--- src/rtl/datapath2_seq_ctrl_pkg.sv ---
// Shared definitions for the datapath2 sequencer: state encoding, write-enable
// constants and the pointer-to-write-enable decode.
package datapath2_seq_ctrl_pkg;

  typedef enum logic [1:0] {
    IDLE = 2'd0,
    LOAD = 2'd1,
    RUN  = 2'd2,
    DONE = 2'd3
  } state_t;

  localparam logic [2:0] WE_NONE = 3'b000;
  localparam logic [2:0] WE_R0   = 3'b001;
  localparam logic [2:0] WE_R1   = 3'b010;
  localparam logic [2:0] WE_R2   = 3'b100;
  localparam logic [2:0] WE_ALL  = 3'b111;

  function automatic logic [2:0] ptr_to_we(input logic [1:0] ptr);
    case (ptr)
      2'd0:    return WE_R0;
      2'd1:    return WE_R1;
      2'd2:    return WE_R2;
      default: return WE_NONE;
    endcase
  endfunction

endpackage

--- src/rtl/datapath2_seq_ctrl_rot3_ptr.sv ---
// Mod-3 rotating register pointer (R0,R1,R2,R0,...) with synchronous clear,
// advance enable and one-hot write-enable decode.
module datapath2_seq_ctrl_rot3_ptr
  import datapath2_seq_ctrl_pkg::*;
(
  input  logic       clk,
  input  logic       rst_n,
  input  logic       clr,
  input  logic       adv,
  output logic [2:0] onehot
);

  logic [1:0] ptr;

  always_ff @(posedge clk or negedge rst_n) begin
    if (!rst_n) begin
      ptr <= 2'd0;
    end else if (clr) begin
      ptr <= 2'd0;
    end else if (adv) begin
      ptr <= (ptr == 2'd2) ? 2'd0 : ptr + 2'd1;
    end
  end

  assign onehot = ptr_to_we(ptr);

endmodule

--- src/rtl/datapath2_seq_ctrl.sv ---
// Load/compute sequencer for the 3-register datapath. Optional build macro
// CARRY_STOP_EN ends a run early on adder carry-out and flags it on ovf.
//
// state | meaning
// IDLE  | waiting for start; step/ovf keep last run's result
// LOAD  | one cycle, datapath loads M0..M2 into all registers
// RUN   | one register written per non-held cycle, in rotation
// DONE  | one-cycle end-of-run pulse
module datapath2_seq_ctrl
  import datapath2_seq_ctrl_pkg::*;
#(
  parameter int CNT_W = 4
) (
  input  logic             clk,
  input  logic             rst_n,
  input  logic             start,
  input  logic             hold,
  input  logic [CNT_W-1:0] iter_cnt,
  input  logic             cin_cfg,
  input  logic             cout,
  output logic             sw1,
  output logic [2:0]       we,
  output logic             cin,
  output logic [CNT_W-1:0] step,
  output logic             busy,
  output logic             done,
  output logic             ovf
);

  state_t           state, state_nxt;
  logic [CNT_W-1:0] iter_q, step_q, step_inc;
  logic             cin_q, ovf_q;
  logic             accept, adv, carry_stop;
  logic [2:0]       ptr_we;

`ifdef CARRY_STOP_EN
  assign carry_stop = cout;
`else
  logic unused_cout;
  assign unused_cout = cout;
  assign carry_stop  = 1'b0;
`endif

  assign step_inc = step_q + CNT_W'(1);

  always_comb begin
    state_nxt = state;
    accept    = 1'b0;
    adv       = 1'b0;
    case (state)
      IDLE: begin
        if (start) begin
          accept    = 1'b1;
          state_nxt = LOAD;
        end
      end
      LOAD: state_nxt = (iter_q == '0) ? DONE : RUN;
      RUN: begin
        if (!hold) begin
          adv = 1'b1;
          if (step_inc == iter_q || carry_stop) state_nxt = DONE;
        end
      end
      DONE:    state_nxt = IDLE;
      default: state_nxt = IDLE;
    endcase
  end

  always_ff @(posedge clk or negedge rst_n) begin
    if (!rst_n) begin
      state  <= IDLE;
      iter_q <= '0;
      cin_q  <= 1'b0;
      step_q <= '0;
      ovf_q  <= 1'b0;
    end else begin
      state <= state_nxt;
      if (accept) begin
        iter_q <= iter_cnt;
        cin_q  <= cin_cfg;
        step_q <= '0;
        ovf_q  <= 1'b0;
      end else if (adv) begin
        step_q <= step_inc;
        if (carry_stop) ovf_q <= 1'b1;
      end
    end
  end

  datapath2_seq_ctrl_rot3_ptr u_ptr (
    .clk    (clk),
    .rst_n  (rst_n),
    .clr    (accept),
    .adv    (adv),
    .onehot (ptr_we)
  );

  // Outputs decode from registered state; only the RUN write gate follows hold.
  always_comb begin
    sw1  = 1'b0;
    we   = WE_NONE;
    cin  = 1'b0;
    busy = 1'b0;
    done = 1'b0;
    case (state)
      LOAD: begin
        sw1  = 1'b1;
        we   = WE_ALL;
        busy = 1'b1;
      end
      RUN: begin
        busy = 1'b1;
        cin  = cin_q;
        if (!hold) we = ptr_we;
      end
      DONE:    done = 1'b1;
      default: ;
    endcase
  end

  assign step = step_q;
  assign ovf  = ovf_q;

endmodule

--- config.mk ---
export PLATFORM = sky130hd
export DESIGN_NAME = datapath2_seq_ctrl
export DESIGN_NICKNAME = d
export VERILOG_FILES = /design/src/rtl/datapath2_seq_ctrl_pkg.sv /design/src/rtl/datapath2_seq_ctrl_rot3_ptr.sv /design/src/rtl/datapath2_seq_ctrl.sv
export SDC_FILE = /design/constraint.sdc
export NUM_CORES = 1
export LEC_CHECK = 0
export BUFFER_PORTS_ARGS = -buffer_cell sky130_fd_sc_hd__buf_2
export CORE_MARGIN = 4
export CORE_UTILIZATION = 40
export CTS_CLUSTER_SIZE = 12
export DETAILED_ROUTE_END_ITERATION = 10
export GPL_ROUTABILITY_DRIVEN = 1
export HOLD_SLACK_MARGIN = 0.15
export PLACE_DENSITY = 0.65
export SETUP_SLACK_MARGIN = 0.3
export SYNTH_ARGS = -nofsm -noshare
export SYNTH_HDL_FRONTEND = slang
export SYNTH_SLANG_ARGS = --single-unit
--- constraint.sdc ---
create_clock -name clk -period 3.1 [get_ports clk]
set_clock_uncertainty 0.15 [all_clocks]
set_input_delay 0.465 -clock clk [delete_from_list [all_inputs] [get_ports clk]]
set_output_delay 0.465 -clock clk [all_outputs]
set_load 0.005 [all_outputs]
==> flow_summary.json, run 1 <==
{
  "drt_pass1_iterations": 2,
  "path_class": "reg2out",
  "swShare_pct": 38.22,
  "yosys.area_share.simple_pct": 15.02,
  "synthAdderAreaFrac_pct": 9.901,
  "p_total_mw": 0.8556,
  "io_pins": 22,
  "clock-root-buffer": "clkbuf_4",
  "final_cell_mix": "buf_2 (19), dfrtp_1 (13), nor2_1 (7), mux2_2 (7)",
  "drtIter0Drc": 1,
  "synth_xor_area_share_pct": 9.241,
  "grt_max_degree": 14,
  "wl_met1_um": 586,
  "hpwl_mm": 1.075,
  "maxCapViolCount": 0,
  "avgSynthCellArea_um2": 10.68,
  "antenna_found_initial": 0,
  "htreeDepth": 1,
  "syn_nets": 87,
  "chipWidth_um": 51.54,
  "wl_mm": 1.366,
  "synth_largest_area_cell": "dfrtp_1",
  "combinationalPowerShare_pct": 51.1,
  "io_buffers": 19,
  "cts_tree": "done",
  "crit_chain": "inv_1 -> ha_1 -> nand2b_1 -> nor3b_1 -> o21a_1 -> buf_2",
  "p_leak_nw": 0.4423,
  "vdd_ir_drop_max_uv": 411.9,
  "area_growth_pct": 19.31,
  "row_count": 15,
  "grt_pass1_vias": 545,
  "fmax_ghz": 0.4088,
  "grt_pass1_wl_mm": 2.380,
  "status": "complete, no violations",
  "fp.coreArea_um2": 1764,
  "critical-path-slowest-cell": "dfrtp_1",
  "antenna_cells": 0,
  "ys_seq_elements": 13,
  "syn-cell-area_um2": 758.2,
  "synth_top_family_by_area": "simple AND/OR/NAND/NOR gates",
  "critical_path.max_stage_delay_ps": 430,
  "wl_met3_um": 63,
  "fp.dieH_um": 51.54,
  "postSynthCellCount": 71,
  "avgRoutedWirePerCell_um": 11.68,
  "grt_setup_unrepaired": "no",
  "synth_sequential_area_ratio_pct": 42.90,
  "hold_viol": 0,
  "ant_nets": 0,
  "vias": 551,
  "clk_latency_ps": 270,
  "min_period_ps": 2446,
  "switching_power_mw": 0.3270,
  "worstPathMaxFanout": 10,
  "path_buf_inv": 2,
  "whs_ps": 268.7,
  "top_layer": "met4",
  "grt-ovfl-total": 0,
  "pwr-share-seq_pct": 36.7,
  "finalNetCount": 109,
  "layout-drive-gt1-share_pct": 34.78,
  "min_path_type": "in2reg",
  "critPathLaunchType": "flip-flop",
  "p_int_mw": 0.5286,
  "yosys-mux-area-fraction_pct": 11.72,
  "cts.clk_slew.worst_paths_ps": 80,
  "gp_routability_congestion": 0.6894,
  "arrival_ps": 1830,
  "fin_util_pct": 51.28,
  "clock_sinks": 13,
  "cts_buffers": 3,
  "synth_area_leaders": "dfrtp_1 (43%), mux2_2 (10%), ha_1 (9.9%)",
  "synth_warnings": 0,
  "power_density_nw_per_um2": 945.8,
  "routed_via_density": 4.709,
  "post-cts-setup-buffers": 0,
  "timing.final.max_slew_violations": 0,
  "synth_top_area_share_pct": 42.90,
  "tns_ps": 0,
  "cts_buffer_depth": 2,
  "critical-path-top-delay-family": "simple AND/OR/NAND/NOR gates",
  "synth-compound-area-share_pct": 7.096,
  "grt_use_total_pct": 12.06,
  "cp-end-kind": "output port",
  "wl_met2_um": 693,
  "start_util_pct": 42.98,
  "remaining_drc_errors": 0,
  "final_common_cell": "buf_2",
  "worst-r2r-setup-slack_ps": 1230,
  "setup_viol": 0,
  "die-area_um2": 2656,
  "clkPwrFrac_pct": 12.1,
  "synth_cell_type_count": 27,
  "fin_crit_sh_pct": 78.91,
  "cp.required_ps": 2480
}
## path summary, 6_finish.rpt
check	from	endpoint	depth (start not counted)
worst max-delay path	state[0]	we[1]	6
worst min-delay path	iter_cnt[2]	iter_q[2]	2
worst max register to register	step[0]	state[1]	5
worst min register to register	cin_q	cin_q	1
max in group asynchronous	rst_n	step[2]	2
min in group asynchronous	rst_n	iter_q[2]	2
## metal layers
| layer | vias to the layer above | global-route usage, % |
|---|---|---|
| met5 | - | 0 |
| met4 | 0 | 7.860 |
| met3 | 2 | 2.579 |
| met2 | 9 | 19.70 |
| met1 | 257 | 14.18 |
| li1 | 283 | - |
## flip-flops by register name, indices dropped and copies added (netlist names)
register / cells
cin_q: 1
iter_q: 4
state: 2
step: 4
u_ptr.ptr: 2
## per-stage QoR
stage | worst slack [ps] | cell area (um^2) | std cells
detailed placement | 927.6 | 868.3 | 112
global placement | 963.3 | 868.3 | 112
global route | 424.6 | 904.6 | 117
CTS | 615.1 | 904.6 | 117
finish | 653.9 | 904.6 | 117
floorplan | 1162 | 758.2 | 71
## synthesized netlist by cell type
cell	number
o21a_1	3
nand2_1	1
a21oi_1	4
nand2b_1	1
xor2_1	2
xnor2_1	6
buf_2	1
nor2_1	7
and2_1	1
and2b_2	1
nor3_1	1
nor3b_1	2
or3_1	1
inv_1	3
nor4_2	1
mux2_2	7
a31oi_1	1
mux2i_1	1
buf_4	1
nand3_1	2
nor4_1	1
and2_2	1
dfrtp_1	13
clkbuf_1	1
o21ai_0	1
conb_1	1
ha_1	6
## area by class of cell
type / instances / area [um^2]
Inverter: 3 / 11.26
Multi-Input combinational cell: 52 / 405.4
Tap cell: 25 / 31.28
Timing Repair Buffer: 20 / 105.1
Sequential cell: 13 / 325.3
Clock buffer: 4 / 26.28
Fill cell: 179 / 859.6
## worst register-to-register path: cells and delay by family, from the launching register on
| kind | cells | cell delay (ps) |
|---|---|---|
| DFF | 1 | 440 |
| muxes | 1 | 370 |
| adders and majority gates | 1 | 340 |
| AOI/OAI and AO/OA | 1 | 220 |
| xor gates and xnor gates | 1 | 190 |
| and+or+nand+nor | 1 | 50 |
## power groups by stage
stage               Combinational (mW)  Clock [mW]  Sequential [mW]
global route                     0.495       0.117            0.328
finish                           0.437       0.104            0.314
detailed placement               0.444           0            0.318
CTS                              0.449       0.108            0.315
floorplan                        0.328           0            0.305
global placement                 0.433           0            0.316
## repair_timing
item	in CTS	in global routing
endpoints found under the hold margin	13	0
resized for setup	0	0
hold buffers	1	0
endpoints found under the setup margin	0	0
## logic make-up (layout without fill, tap and decap cells)
family                     Yosys count  in the layout
buffers and inverters                6             27
and+or+nand+nor                     20             20
adders and majority gates            6              6
AOI/OAI and AO/OA                    9              9
other                                1              1
xor gates and xnor gates             8              8
muxes                                8              8
DFF                                 13             13
Power figures use the tool's default switching activity.
==> inputs of run 2 (changes only) <==
Settings changed: ABC_AREA set to 1.
Clock period 3.1 ns to 2.4 ns, I/O delays scaled along.
==> run 2 against run 1 <==
  * Register-to-register slack got worse by 560 ps
  * Critical path depth increased by 1
  * Routed wire length increased by 26%
  * Via count increased by 39%
  * Sequential cell count unchanged
  * Hold slack improved by 50 ps
  * First-iteration DRC count increased to 13 times the previous value
  * Cell count increased by 42%
==> flow_summary.json, run 2 <==
{
  "status": "complete, no violations",
  "critPathLaunchType": "flip-flop",
  "crit_path_start": "state[0]",
  "synth_largest_area_cell": "dfrtp_1",
  "r2r-end": "state[1]",
  "io_pins": 22,
  "placed_area_um2": 928.4,
  "syn_nets": 127,
  "final_cell_area_um2": 1047,
  "worstPathMaxFanout": 5,
  "synth_common_cells": "nand2_1 (33), inv_1 (20), dfrtp_1 (13)",
  "synth-compound-area-share_pct": 8.951,
  "postSynthCellCount": 111,
  "synth_area_leaders": "dfrtp_1 (40%), nand2_1 (15%), ha_1 (9.3%)",
  "ys_seq_elements": 13,
  "grt_max_degree": 14,
  "p_leak_nw": 0.5700,
  "synth_top_family_by_area": "simple AND/OR/NAND/NOR gates",
  "clock_sinks": 13,
  "cts_buffers": 3,
  "whs_ps": 319.1,
  "final_common_cell": "nand2_1",
  "synth.most_common_cell": "nand2_1",
  "maxCapViolCount": 0,
  "timing.final.max_slew_violations": 0,
  "synthAdderAreaFrac_pct": 9.259,
  "fp.coreArea_um2": 1942,
  "worst-r2r-setup-slack_ps": 670,
  "wl_mm": 1.718,
  "syn-cell-area_um2": 810.8,
  "clock-root-buffer": "clkbuf_4",
  "synth_warnings": 0,
  "hold_viol": 0,
  "min_path_type": "in2reg",
  "ys.flop_type": "dfrtp_1",
  "path_class": "reg2out",
  "dp.cells": 155,
  "antenna_found_initial": 0,
  "grt-ovfl-total": 0,
  "p_total_mw": 1.142,
  "avgSynthCellArea_um2": 7.304,
  "clkPwrFrac_pct": 11.6,
  "pwr-share-seq_pct": 35.1,
  "switching_power_mw": 0.5118,
  "layout-drive-gt1-share_pct": 25.90,
  "fmax_ghz": 0.5148,
  "async_flop_share_pct": 100.0,
  "synth_cell_type_count": 19,
  "p_int_mw": 0.6299,
  "cts.clk_slew.worst_paths_ps": 70,
  "avgRoutedWirePerCell_um": 10.35,
  "drt_pass1_iterations": 4,
  "reg2reg_depth": 10,
  "r2r-start": "step[0]",
  "fin_crit_sh_pct": 80.94,
  "min_to": "iter_q[2]",
  "tns_ps": 0,
  "area_growth_pct": 29.17,
  "worstHoldStart": "start",
  "cp-end-kind": "output port",
  "start_util_pct": 41.75,
  "fp.dieH_um": 53.02,
  "setup_viol": 0,
  "cts_buffer_depth": 2,
  "cts_tree": "done",
  "die-area_um2": 2811,
  "min_period_ps": 1943,
  "clk_latency_ps": 280,
  "ant_nets": 0,
  "fin_util_pct": 53.93,
  "hpwl_mm": 1.341,
  "grt_pass1_vias": 776,
  "row_count": 16,
  "synth_xor_area_share_pct": 0,
  "yosys.area_share.simple_pct": 30.09,
  "drtIter0Drc": 13,
  "combinationalPowerShare_pct": 53.2,
  "routed_via_density": 4.614,
  "yosys-mux-area-fraction_pct": 0,
  "synth_edf_count": 0,
  "grt_setup_unrepaired": "no",
  "setup_ws_ps": 457.4,
  "antenna_cells": 0,
  "hold_depth": 4,
  "final_cell_mix": "nand2_1 (32), buf_2 (19), inv_1 (18)",
  "vias": 766,
  "synth_top_area_share_pct": 40.12,
  "chipWidth_um": 53.02,
  "htreeDepth": 1,
  "fin_cells": 166,
  "cp.required_ps": 1890,
  "io_buffers": 19,
  "power_density_nw_per_um2": 1090,
  "remaining_drc_errors": 0,
  "arrival_ps": 1430,
  "finalNetCount": 156,
  "grt_pass1_wl_mm": 3.105,
  "synth_sequential_area_ratio_pct": 40.12,
  "gp_routability_congestion": 0.7681,
  "place_ws_ps": 503.4,
  "swShare_pct": 44.83,
  "grt_use_total_pct": 15.19,
  "vdd_ir_drop_max_uv": 570.9
}
run 2: power groups by stage:
stage                     Sequential [mW]  Clock [mW]  Combinational (mW)
final                               0.401       0.133               0.608
after global routing                0.419       0.153               0.719
after CTS                           0.395       0.141               0.591
after detailed placement            0.405           0               0.557
after global placement              0.400           0               0.541
after floorplan                     0.384           0               0.398
run 2: logic make-up after synthesis:
logic type,after synthesis
AO/OA/AOI/OAI,14
other,1
AND/OR/NAND/NOR,54
flip-flops,13
adder cells (fa/ha/maj),6
buffers and inverters,23
run 2: per-layer routing:
metal / share of wire [%] / GRT usage (%)
met1: 47 / 18.23
met4: 0.23 / 2.553
met2: 48 / 25.83
met3: 4.9 / 5.915
met5: 0 / 0
run 2: final cells by class:
type | instances | area [um^2]
clock buffers | 4 | 26.28
fillers | 196 | 894.6
inverters | 21 | 78.83
multi-input cells | 75 | 419.2
flip-flops and latches | 13 | 326.6
well taps | 27 | 33.78
repair buffers | 26 | 162.7
run 2: what timing repair did:
| item | CTS | global route |
|---|---|---|
| setup endpoints to repair | 3 | 3 |
| endpoints found under the hold margin | 18 | 0 |
| hold buffers | 6 | 0 |
| resized for setup | 2 | 6 |
| cloned | 0 | 0 |
| buffers inserted | 1 | 0 |
run 2: how the worst max path moves through the flow:
stage | slack, ps | cells after the start | end
finish | 460 | 7 | we[1]
floorplan | 750 | 6 | we[1]
detailed placement | 500 | 7 | we[0]
global route | 310 | 7 | we[1]
CTS | 320 | 7 | we[0]
global placement | 550 | 7 | we[1]
run 2: worst max-delay path, stage by stage (launching register included):
cell and delay, ps:
dfrtp_1 390, inv_2 100, ha_4 160, nand2_2 90, inv_2 80, nand3_1 90, a21oi_1 130, buf_2 120
